## config.mk

```make
export PLATFORM = sky130hd
export DESIGN_NAME = led_gravity_display_flat
export DESIGN_NICKNAME = d
export VERILOG_FILES = /design/src/rtl/led_gravity_display_if.sv /design/src/rtl/led_gravity_display.sv /design/src/flat_wrapper.sv
export SDC_FILE = /design/constraint.sdc
export NUM_CORES = 1
export LEC_CHECK = 0
export CORE_MARGIN = 2
export CORE_UTILIZATION = 55
export CTS_BUF_LIST = sky130_fd_sc_hd__clkbuf_2
export CTS_CLUSTER_DIAMETER = 60
export DETAILED_ROUTE_END_ITERATION = 12
export GPL_TIMING_DRIVEN = 0
export PLACE_DENSITY = 0.81
export SETUP_SLACK_MARGIN = 0.3
export SLEW_MARGIN = 5
export SYNTH_ARGS = -nofsm -noshare
export SYNTH_HDL_FRONTEND = slang
export SYNTH_SLANG_ARGS = --single-unit
```

## constraint.sdc

```tcl
create_clock -name CLK100MHZ -period 15.1 [get_ports CLK100MHZ]
set_input_delay 1.51 -clock CLK100MHZ [delete_from_list [all_inputs] [get_ports CLK100MHZ]]
set_output_delay 1.51 -clock CLK100MHZ [all_outputs]
set_load 0.01 [all_outputs]
```

## src/rtl/led_gravity_display_if.sv

```systemverilog
// Control and LED bundle between a master (board top / LED mux) and the
// gravity display engine.
interface led_gravity_display_if #(parameter int N_LEDS = 16);
  logic              run;
  logic [1:0]        mode;
  logic [N_LEDS-1:0] LED;
  logic              falling;
  logic              cycle_done;

  modport master (output run, mode, input LED, falling, cycle_done);
  modport slave  (input run, mode, output LED, falling, cycle_done);
endinterface

```

## src/rtl/led_gravity_display.sv

```systemverilog
// Constant-gravity LED animation: normalised time t, distance t*t, top bits -> LED.
// Optional LED_TRAIL_EN keeps the previous position lit as a trail.
module led_gravity_display #(
  parameter int N_LEDS   = 16,
  parameter int TICK_DIV = 381,
  parameter int T_BITS   = 17
) (
  input  logic                  CLK100MHZ,
  input  logic                  CPU_RESETN,
  led_gravity_display_if.slave  bus
);
  localparam int IDX_BITS = $clog2(N_LEDS);
  localparam int DIV_W    = $clog2(TICK_DIV);
  localparam logic [T_BITS-1:0] T_MAX = '1;
  localparam logic [DIV_W-1:0]  DIV_LAST = DIV_W'(TICK_DIV - 1);

  typedef enum logic [1:0] {
    M_FALL     = 2'd0,
    M_BOUNCE   = 2'd1,
    M_FREEZE   = 2'd2,
    M_FALL_ALT = 2'd3
  } mode_e;

  logic [DIV_W-1:0]    div;
  logic                tick;
  logic [T_BITS-1:0]   t;
  logic [IDX_BITS-1:0] tsq_hi;

  function automatic logic [N_LEDS-1:0] onehot(input logic [IDX_BITS-1:0] i);
    return N_LEDS'(1) << i;
  endfunction

  assign tick = bus.run && (div == DIV_LAST);

  // Pausing clears the divider so a resume always waits a full tick period.
  always_ff @(posedge CLK100MHZ or negedge CPU_RESETN) begin
    if (!CPU_RESETN)  div <= '0;
    else if (!tick && bus.run) div <= div + DIV_W'(1);
    else              div <= '0;
  end

  always_ff @(posedge CLK100MHZ or negedge CPU_RESETN) begin
    if (!CPU_RESETN) begin
      t              <= '0;
      bus.falling    <= 1'b1;
      bus.cycle_done <= 1'b0;
    end else begin
      bus.cycle_done <= 1'b0;
      if (tick) begin
        case (mode_e'(bus.mode))
          M_FREEZE: begin
          end
          M_BOUNCE: begin
            if (bus.falling) begin
              if (t == T_MAX) begin
                t           <= T_MAX - T_BITS'(1);
                bus.falling <= 1'b0;
              end else begin
                t <= t + T_BITS'(1);
              end
            end else if (t == '0) begin
              t              <= T_BITS'(1);
              bus.falling    <= 1'b1;
              bus.cycle_done <= 1'b1;
            end else begin
              t <= t - T_BITS'(1);
            end
          end
          default: begin
            t              <= t + T_BITS'(1);
            bus.falling    <= 1'b1;
            bus.cycle_done <= (t == T_MAX);
          end
        endcase
      end
    end
  end

  // Full-width square; only its top IDX_BITS are ever consumed, so only those are kept.
  always_ff @(posedge CLK100MHZ or negedge CPU_RESETN) begin
    if (!CPU_RESETN) tsq_hi <= '0;
    else tsq_hi <= IDX_BITS'(({{T_BITS{1'b0}}, t} * {{T_BITS{1'b0}}, t}) >> (2*T_BITS - IDX_BITS));
  end

`ifdef LED_TRAIL_EN
  logic [IDX_BITS-1:0] cur_idx, prev_idx;

  always_ff @(posedge CLK100MHZ or negedge CPU_RESETN) begin
    if (!CPU_RESETN) begin
      cur_idx  <= '0;
      prev_idx <= '0;
      bus.LED  <= N_LEDS'(1);
    end else if (tsq_hi != cur_idx) begin
      prev_idx <= cur_idx;
      cur_idx  <= tsq_hi;
      bus.LED  <= onehot(tsq_hi) | onehot(cur_idx);
    end else begin
      bus.LED  <= onehot(tsq_hi) | onehot(prev_idx);
    end
  end
`else
  always_ff @(posedge CLK100MHZ or negedge CPU_RESETN) begin
    if (!CPU_RESETN) bus.LED <= N_LEDS'(1);
    else             bus.LED <= onehot(tsq_hi);
  end
`endif

endmodule

```

## src/flat_wrapper.sv

```systemverilog
// flat-port wrapper written by rule: the top's interface ports become plain ports
module led_gravity_display_flat 
#(
  parameter int N_LEDS   = 16,
  parameter int TICK_DIV = 381,
  parameter int T_BITS   = 17
)
  (CLK100MHZ, CPU_RESETN, bus_run, bus_mode, bus_LED, bus_falling, bus_cycle_done);
  led_gravity_display_if #(.N_LEDS(N_LEDS)) bus_i ();
  input  logic CLK100MHZ;
  input  logic CPU_RESETN;
  input wire logic [$bits(bus_i.run)-1:0] bus_run;
  input wire logic [$bits(bus_i.mode)-1:0] bus_mode;
  output wire logic [$bits(bus_i.LED)-1:0] bus_LED;
  output wire logic [$bits(bus_i.falling)-1:0] bus_falling;
  output wire logic [$bits(bus_i.cycle_done)-1:0] bus_cycle_done;
  assign bus_i.run = bus_run;
  assign bus_i.mode = bus_mode;
  assign bus_LED = bus_i.LED;
  assign bus_falling = bus_i.falling;
  assign bus_cycle_done = bus_i.cycle_done;
  led_gravity_display #(.N_LEDS(N_LEDS), .TICK_DIV(TICK_DIV), .T_BITS(T_BITS)) u_core (.CLK100MHZ(CLK100MHZ), .CPU_RESETN(CPU_RESETN), .bus(bus_i));
endmodule
```

==> qor.csv, run 1 <==
stage;metric;value;unit
outcome;status;finished clean;
synth;Synth area leaders;fa_1, ha_1, dfrtp_1;
timing;setup ws final;7522;ps
worst_setup_path;setup slack, reg-to-reg;7520;ps
cts;post-CTS setup buffer count;0;
drt;Starting DRT DRC Count;433;
synth;Synth cell types;68;
finish;FILL cells;1535;
worst_setup_path;critical path data required time;15480;ps
power_and_ir_drop;worst vdd ir;0.00003377;V
min_path;startpoint of the worst hold path;u_core.div[0];
cts;htree depth;2;
global_route;grt met1 use;31.86;%
drt;per-cell routed wire length;16.09;µm
global_route;initial antenna violation count;0;
timing;hold slack;506.5;ps
placed_design;dpl cell area;0.01076;mm²
drt;Remaining DRCs;0;
placed_design;DP HPWL;19200;µm
cts;clock sinks;48;
worst_setup_path;CP Launch Type;flop;
global_route;vias in the first global route;8241;
cts;CTS Hold Buffers Added;0;
min_path;hold depth;1;
cts;CTS tree;built;
timing;RSZ-0062 raised after global routing;false;
power_and_ir_drop;Overall Power;0.0002708;W
finish;share of layout cells above drive strength 1;2.656;%
drt;via count;7745;
worst_setup_path;Crit. End Element;flop;
synth;share of the synthesized area in the top cell type;36.94;%
placed_design;Port-buffer cells;22;
global_route;routing usage on met3;2.735;%
placed_design;dpl ws;7720;ps
floorplanning;core area;0.01815;mm²
cts;CTS buffer count;5;
synth;Main synth FF type;dfrtp_1;
cts;post-cts gate resize count;0;
worst_setup_path;arrival time worst endpoint;7950;ps
cts;latest clock arrival within the worst-skew pair;450;ps
global_route;wire length of the first global-routing pass;38590;µm
timing;fin crit share;50.19;%
worst_setup_path;Reg2Reg Launch Point;u_core.t[5];
synth;Syn Nets;1447;
finish;multi-input logic area;0.007725;mm²
floorplanning;die height;140.5;µm
synth;EDFF count, synth;0;
timing;Layout Skew;17.50;ps
global_route;GRT Max-Usage Layer;met2;
floorplanning;Die Span X;140.5;µm
synth;synthesized flop and latch total;48;
synth;Synth Area per Inst;9.016;µm²
timing;max-slew violations;0;
floorplanning;row count;49;
synth;Yosys warning count;0;
worst_setup_path;critical path type;reg -> reg;
timing;fin crit period;7578;ps
timing;Slew headroom;51.43;%
finish;n_diodes;0;
synth;synthesized cell area;0.01024;mm²
floorplanning;# IOs;23;
drt;Final ANT Viol Nets;0;
power_and_ir_drop;leakage power total;5.948;nW
min_path;Hold Crit Class;reg -> reg;
global_route;gr usage total;24.26;%
timing;Final Hold Vio Count;0;
finish;sequential cell area;0.001204;mm²
timing;fmax;132.0;MHz
floorplanning;die area;0.01973;mm²
global_route;largest net degree at the start of global routing;30;
finish;most common cell after layout, fill and taps aside;inv_1;
power_and_ir_drop;Cell Pwr Density;25.00;mW/mm²
cts;Root Driver;clkbuf_2;
global_route;grt total ovfl;0;
cts;CTS Buffer Depth;2;
drt;final wirelength;22470;µm
finish;Area Growth Syn to Fin;5.790;%
worst_setup_path;CP Max Fanout;10;
synth;Mapped Cells;1136;
floorplanning;Initial Util;56.44;%
drt;Vias per Instance;5.548;
synth;Async SR Flop Fraction;100.0;%
synth;biggest area consumer among synthesized cells;fa_1;
placed_design;gp weighted congestion;0.9803;
worst_setup_path;R2R depth;22;
drt;DR pass1 iterations;5;
timing;Worst Tran Pin Value;721.9;ps
global_route;GR Util met2;42.41;%
worst_setup_path;Crit Reg-Reg Endpoint;u_core.tsq_hi[2];
finish;commonest cells after routing, fill and taps aside;inv_1, fa_1, ha_1, nand2_1, nor2_1;
synth;sequential share of the synthesized area;11.75;%
finish;Layout Nets;1477;
timing;Setup TNS Final;0;ps
flow_run;number of max-cap violations;0;
cts;clock-pin slew on the worst setup and hold paths;270;ps
finish;Design Area, Final;0.01084;mm²
min_path;Worst Hold End;u_core.div[0];
timing;Final setup viols;0;
-- synth_stat cells (4+ instances only) --
master / n
inv_1: 299
fa_1: 189
ha_1: 117
nand2_1: 115
nor2_1: 50
dfrtp_1: 46
and2_1: 36
clkbuf_1: 36
a21oi_1: 26
o21ai_0: 26
nand3_1: 22
nor3_1: 15
xnor2_1: 14
nand2b_1: 9
xor2_1: 9
o21ai_1: 8
o22ai_1: 7
o31ai_1: 7
a21o_1: 5
nand4_1: 5
nor4_1: 5
or3_1: 5
a221o_1: 4
a31oi_1: 4
and3_1: 4
nor2b_1: 4
o21a_1: 4
-- how the worst max path moves through the flow --
stage	startpoint	endpoint	slack [ps]	depth (start not counted)
after floorplan	u_core.t[5]	u_core.tsq_hi[2]	9130	21
after global placement	u_core.t[5]	u_core.tsq_hi[2]	7820	22
after detailed placement	u_core.t[5]	u_core.tsq_hi[2]	7720	22
after CTS	u_core.t[5]	u_core.tsq_hi[2]	7680	22
after global routing	u_core.t[5]	u_core.tsq_hi[2]	7420	22
final	u_core.t[5]	u_core.tsq_hi[2]	7520	22
-- report_power, final --
part | switching (W) | total [W] | internal, W | leakage [nW]
Sequential | 0.00000194 | 0.000132 | 0.000130 | 0.630
Clock | 0.0000459 | 0.0000744 | 0.0000285 | 0.0396
Combinational | 0.0000404 | 0.0000643 | 0.0000239 | 5.28
Total | 0.0000883 | 0.000271 | 0.000183 | 5.95
-- cells by family (layout without fill, tap and decap cells) --
group	count (synthesis)	in the layout	share of synthesized area [%]
adder cells (fa/ha/maj)	306	306	51.23
XOR/XNOR	23	23	1.967
flip-flops	48	48	11.75
AO/OA/AOI/OAI	120	120	7.647
multiplexers	3	3	0.4275
buffers and inverters	345	376	12.83
AND/OR/NAND/NOR	291	291	14.15
-- per-stage QoR --
step,utilization (%),std cells
final,59.71,1396
after global routing,59.71,1396
after CTS,59.71,1396
after detailed placement,59.31,1388
after global placement,59.23,1387
after floorplan,-,1136
-- critical path: stages, from the launching register on --
cell	delay, ps
dfrtp_1	460
buf_2	220
clkbuf_1	470
clkbuf_1	540
nand2_1	140
fa_1	570
inv_1	70
fa_1	510
inv_1	60
fa_1	520
inv_1	60
fa_1	440
fa_1	510
inv_1	60
fa_1	530
inv_1	50
ha_1	320
inv_1	60
nor4_1	650
nor4b_1	610
o21a_1	320
nor2_1	90
o211a_1	240
-- state kept, by name, indices dropped and copies added, names as in the netlist --
signal                 count
u_core.t                  17
u_core.bus.LED            16
u_core.div                 9
u_core.tsq_hi              4
u_core.bus.cycle_done      1
u_core.bus.falling         1
-- metal layers --
layer | wire, µm | vias to the layer above
met5 | 0 | -
met4 | 737 | 0
met3 | 1636 | 60
met2 | 11160 | 308
met1 | 8936 | 3825
li1 | - | 3552
-- layout make-up --
type,count,share of cell area [%]
clock inverter,3,0.4273
timing repair buffer,23,2.171
multi-input combinational,743,71.29
inverter,301,10.43
tap,229,2.644
clock buffer,5,0.2309
sequential,48,11.11
buffer,44,1.697
(Power assumes the default switching activity.)
==> inputs of run 2 (changes only) <==
- PLACE_DENSITY: 0.81 -> 0.84
- clock period: 15.1 -> 6.7 ns (I/O delays scaled with it)
==> run 2 against run 1 <==
  * Global-route usage increased by 0.47 points
  * Fmax increased by 22%
  * Combinational power increased by 140%
  * Count of clock-buffer cells in the layout unchanged
  * Register-to-register slack got worse by 7000 ps
  * Flip-flop and latch count unchanged
  * Critical path depth decreased by 1
  * Core utilization increased by 1.3 points
  * Worst setup slack got worse by 7000 ps
  * First-iteration DRC count increased by 53%
  * Hold slack got worse by 450 ps
  * Sequential share of layout area decreased by 0.21 points
  * Critical path type unchanged
  * Largest power group unchanged
  * Highest routed layer unchanged
==> qor.csv, run 2 (same netlist as run 1, synthesis figures left out) <==
stage;metric;value;unit;change
finish;Largest Register;u_core.t;;
global_route;grt total ovfl;0;;unchanged
timing;RSZ-0062 raised after global routing;false;;
worst_setup_path;critical path data required time;7060;ps;-8420 ps
cts;CTS tree;built;;
timing;Setup TNS Final;0;ps;unchanged
worst_setup_path;CP Max Fanout;10;;unchanged
timing;Slew headroom;57.09;%;+5.7 points
finish;share of layout cells above drive strength 1;6.870;%;+4.2 points
worst_setup_path;R2R depth;21;;-4.5%
floorplanning;# IOs;23;;unchanged
finish;commonest cells after routing, fill and taps aside;inv_1, fa_1, ha_1, nand2_1, nor2_1;;
worst_setup_path;Crit Reg-Reg Endpoint;u_core.tsq_hi[2];;
power_and_ir_drop;Cell Pwr Density;56.56;mW/mm²;+130%
global_route;wire length of the first global-routing pass;39360;µm;+2.0%
drt;Remaining DRCs;0;;unchanged
finish;top flop regs;u_core.t x17, u_core.bus.LED x16, u_core.div x9;;
drt;final wirelength;23170;µm;+3.1%
finish;most common cell after layout, fill and taps aside;inv_1;;
finish;Design Area, Final;0.01108;mm²;+2.2%
placed_design;Port-buffer cells;22;;unchanged
finish;final core occ;61.03;%;+1.3 points
finish;Layout Nets;1489;;+0.81%
timing;max-slew violations;0;;unchanged
power_and_ir_drop;leakage power total;6.115;nW;+2.8%
drt;via count;7851;;+1.4%
drt;Starting DRT DRC Count;663;;+53%
global_route;initial antenna violation count;0;;unchanged
timing;Layout Skew;18.43;ps;+0.9273 ps
cts;htree depth;2;;unchanged
drt;per-cell routed wire length;16.45;µm;+2.2%
floorplanning;Initial Util;56.44;%;unchanged
worst_setup_path;CP Launch Type;flop;;
finish;max reg flops;17;;unchanged
worst_setup_path;critical path type;reg -> reg;;
cts;clock sinks;48;;unchanged
floorplanning;row count;49;;unchanged
outcome;status;finished clean;;
floorplanning;die area;0.01973;mm²;unchanged
flow_run;number of max-cap violations;0;;unchanged
global_route;vias in the first global route;8349;;+1.3%
timing;fin crit share;92.67;%;+42 points
worst_setup_path;setup slack, reg-to-reg;490;ps;-7030 ps
global_route;largest net degree at the start of global routing;38;;+27%
floorplanning;die height;140.5;µm;unchanged
placed_design;gp weighted congestion;0.9937;;+1.4%
drt;DR pass1 iterations;5;;unchanged
finish;FILL cells;1497;;-2.5%
cts;CTS Buffer Depth;2;;unchanged
drt;Final ANT Viol Nets;0;;unchanged
timing;Final setup viols;0;;unchanged
worst_setup_path;arrival time worst endpoint;6570;ps;-1380 ps
finish;Area Growth Syn to Fin;8.136;%;
floorplanning;core area;0.01815;mm²;unchanged
placed_design;dpl cell area;0.01076;mm²;unchanged
worst_setup_path;Reg2Reg Launch Point;u_core.t[7];;
min_path;Hold Crit Class;in -> async;;
timing;Final Hold Vio Count;0;;unchanged
cts;CTS buffer count;5;;unchanged
finish;sequential cell area;0.001207;mm²;+0.31%
timing;fmax;161.1;MHz;+22%
cts;latest clock arrival within the worst-skew pair;440;ps;about the same
finish;multi-input logic area;0.007779;mm²;+0.70%
timing;Worst Tran Pin Value;636.9;ps;-85.03 ps
cts;Root Driver;clkbuf_2;;
drt;Vias per Instance;5.576;;+0.50%
global_route;gr usage total;24.73;%;+0.47 points
floorplanning;Die Span X;140.5;µm;unchanged
power_and_ir_drop;worst vdd ir;0.00008868;V;+160%
placed_design;DP HPWL;19510;µm;+1.6%
worst_setup_path;Crit. End Element;flop;;
cts;clock-pin slew on the worst setup and hold paths;290;ps;+20 ps
finish;n_diodes;0;;unchanged
timing;fin crit period;6209;ps;-1369 ps
run 2: cell count changes in the layout (fill, tap and decap cells not counted), sizes merged:
cell      change
inv           +1
buf          +17
clkinvlp      -1
clkbuf        -5
run 2: cell type report:
cell class / instances / share of cell area (%)
buffer: 44 / 2.463
clock buffer: 5 / 0.2259
inverter: 301 / 10.20
tap: 229 / 2.587
multi-input combinational: 743 / 70.23
sequential: 48 / 10.90
clock inverter: 3 / 0.4519
timing repair buffer: 35 / 2.937
run 2: repair_timing:
action	CTS	global route
hold buffers	0	0
setup endpoints to repair	4	4
gates resized for setup	35	51
pin swaps	1	3
buffers inserted	1	11
run 2: where the power goes:
group / leakage (nW) / internal (W) / total [W] / switching [W]
registers: 0.625 / 0.000294 / 0.000297 / 0.00000338
logic: 5.44 / 0.0000586 / 0.000156 / 0.0000973
clock network: 0.0455 / 0.0000676 / 0.000174 / 0.000106
total: 6.12 / 0.000420 / 0.000626 / 0.000207
run 2: layer usage:
metal	vias to the layer above	routed length (µm)	global-route usage, %	part of all wire (%)
li1	3571	-	-	-
met2	351	11460	43.06	49
met3	73	1830	3.521	7.9
met1	3856	9012	32.28	39
met5	-	0	0	0
met4	0	864	7.632	3.7
run 2: how the worst max path moves through the flow:
stage	startpoint	end	slack, ps	cells past startpoint
global route	u_core.t[5]	u_core.tsq_hi[2]	300	21
CTS	u_core.t[7]	u_core.tsq_hi[2]	310	19
floorplan	u_core.t[5]	u_core.tsq_hi[2]	730	21
detailed placement	u_core.t[5]	u_core.tsq_hi[2]	-880	22
finish	u_core.t[7]	u_core.tsq_hi[2]	490	21
global placement	u_core.t[5]	u_core.tsq_hi[2]	-770	22
run 2: critical path, stage by stage, from the launching register on:
cell and delay (ps):
dfrtp_2 470, clkbuf_2 220, buf_4 240, nand2_1 120
inv_1 70, fa_1 520, inv_1 50, fa_1 400
fa_1 560, inv_1 60, fa_1 500, fa_1 490
inv_1 50, fa_1 530, inv_1 40, ha_1 300
nand3_2 150, nor4_4 360, nor4b_4 380, o21a_2 270
nor2_1 80, o211a_1 240
run 2: metrics by stage:
stage,std cells,setup WS [ps],power [W],hold slack [ps]
after detailed placement,1388,-881.7,0.0004490,497.5
after CTS,1397,309.3,0.0006237,46.99
final,1408,491.1,0.0006265,55.76
after floorplan,1136,725.3,0.0004019,374.4
after global routing,1408,303.2,0.0006635,8.839
after global placement,1387,-766.0,0.0004403,472.6
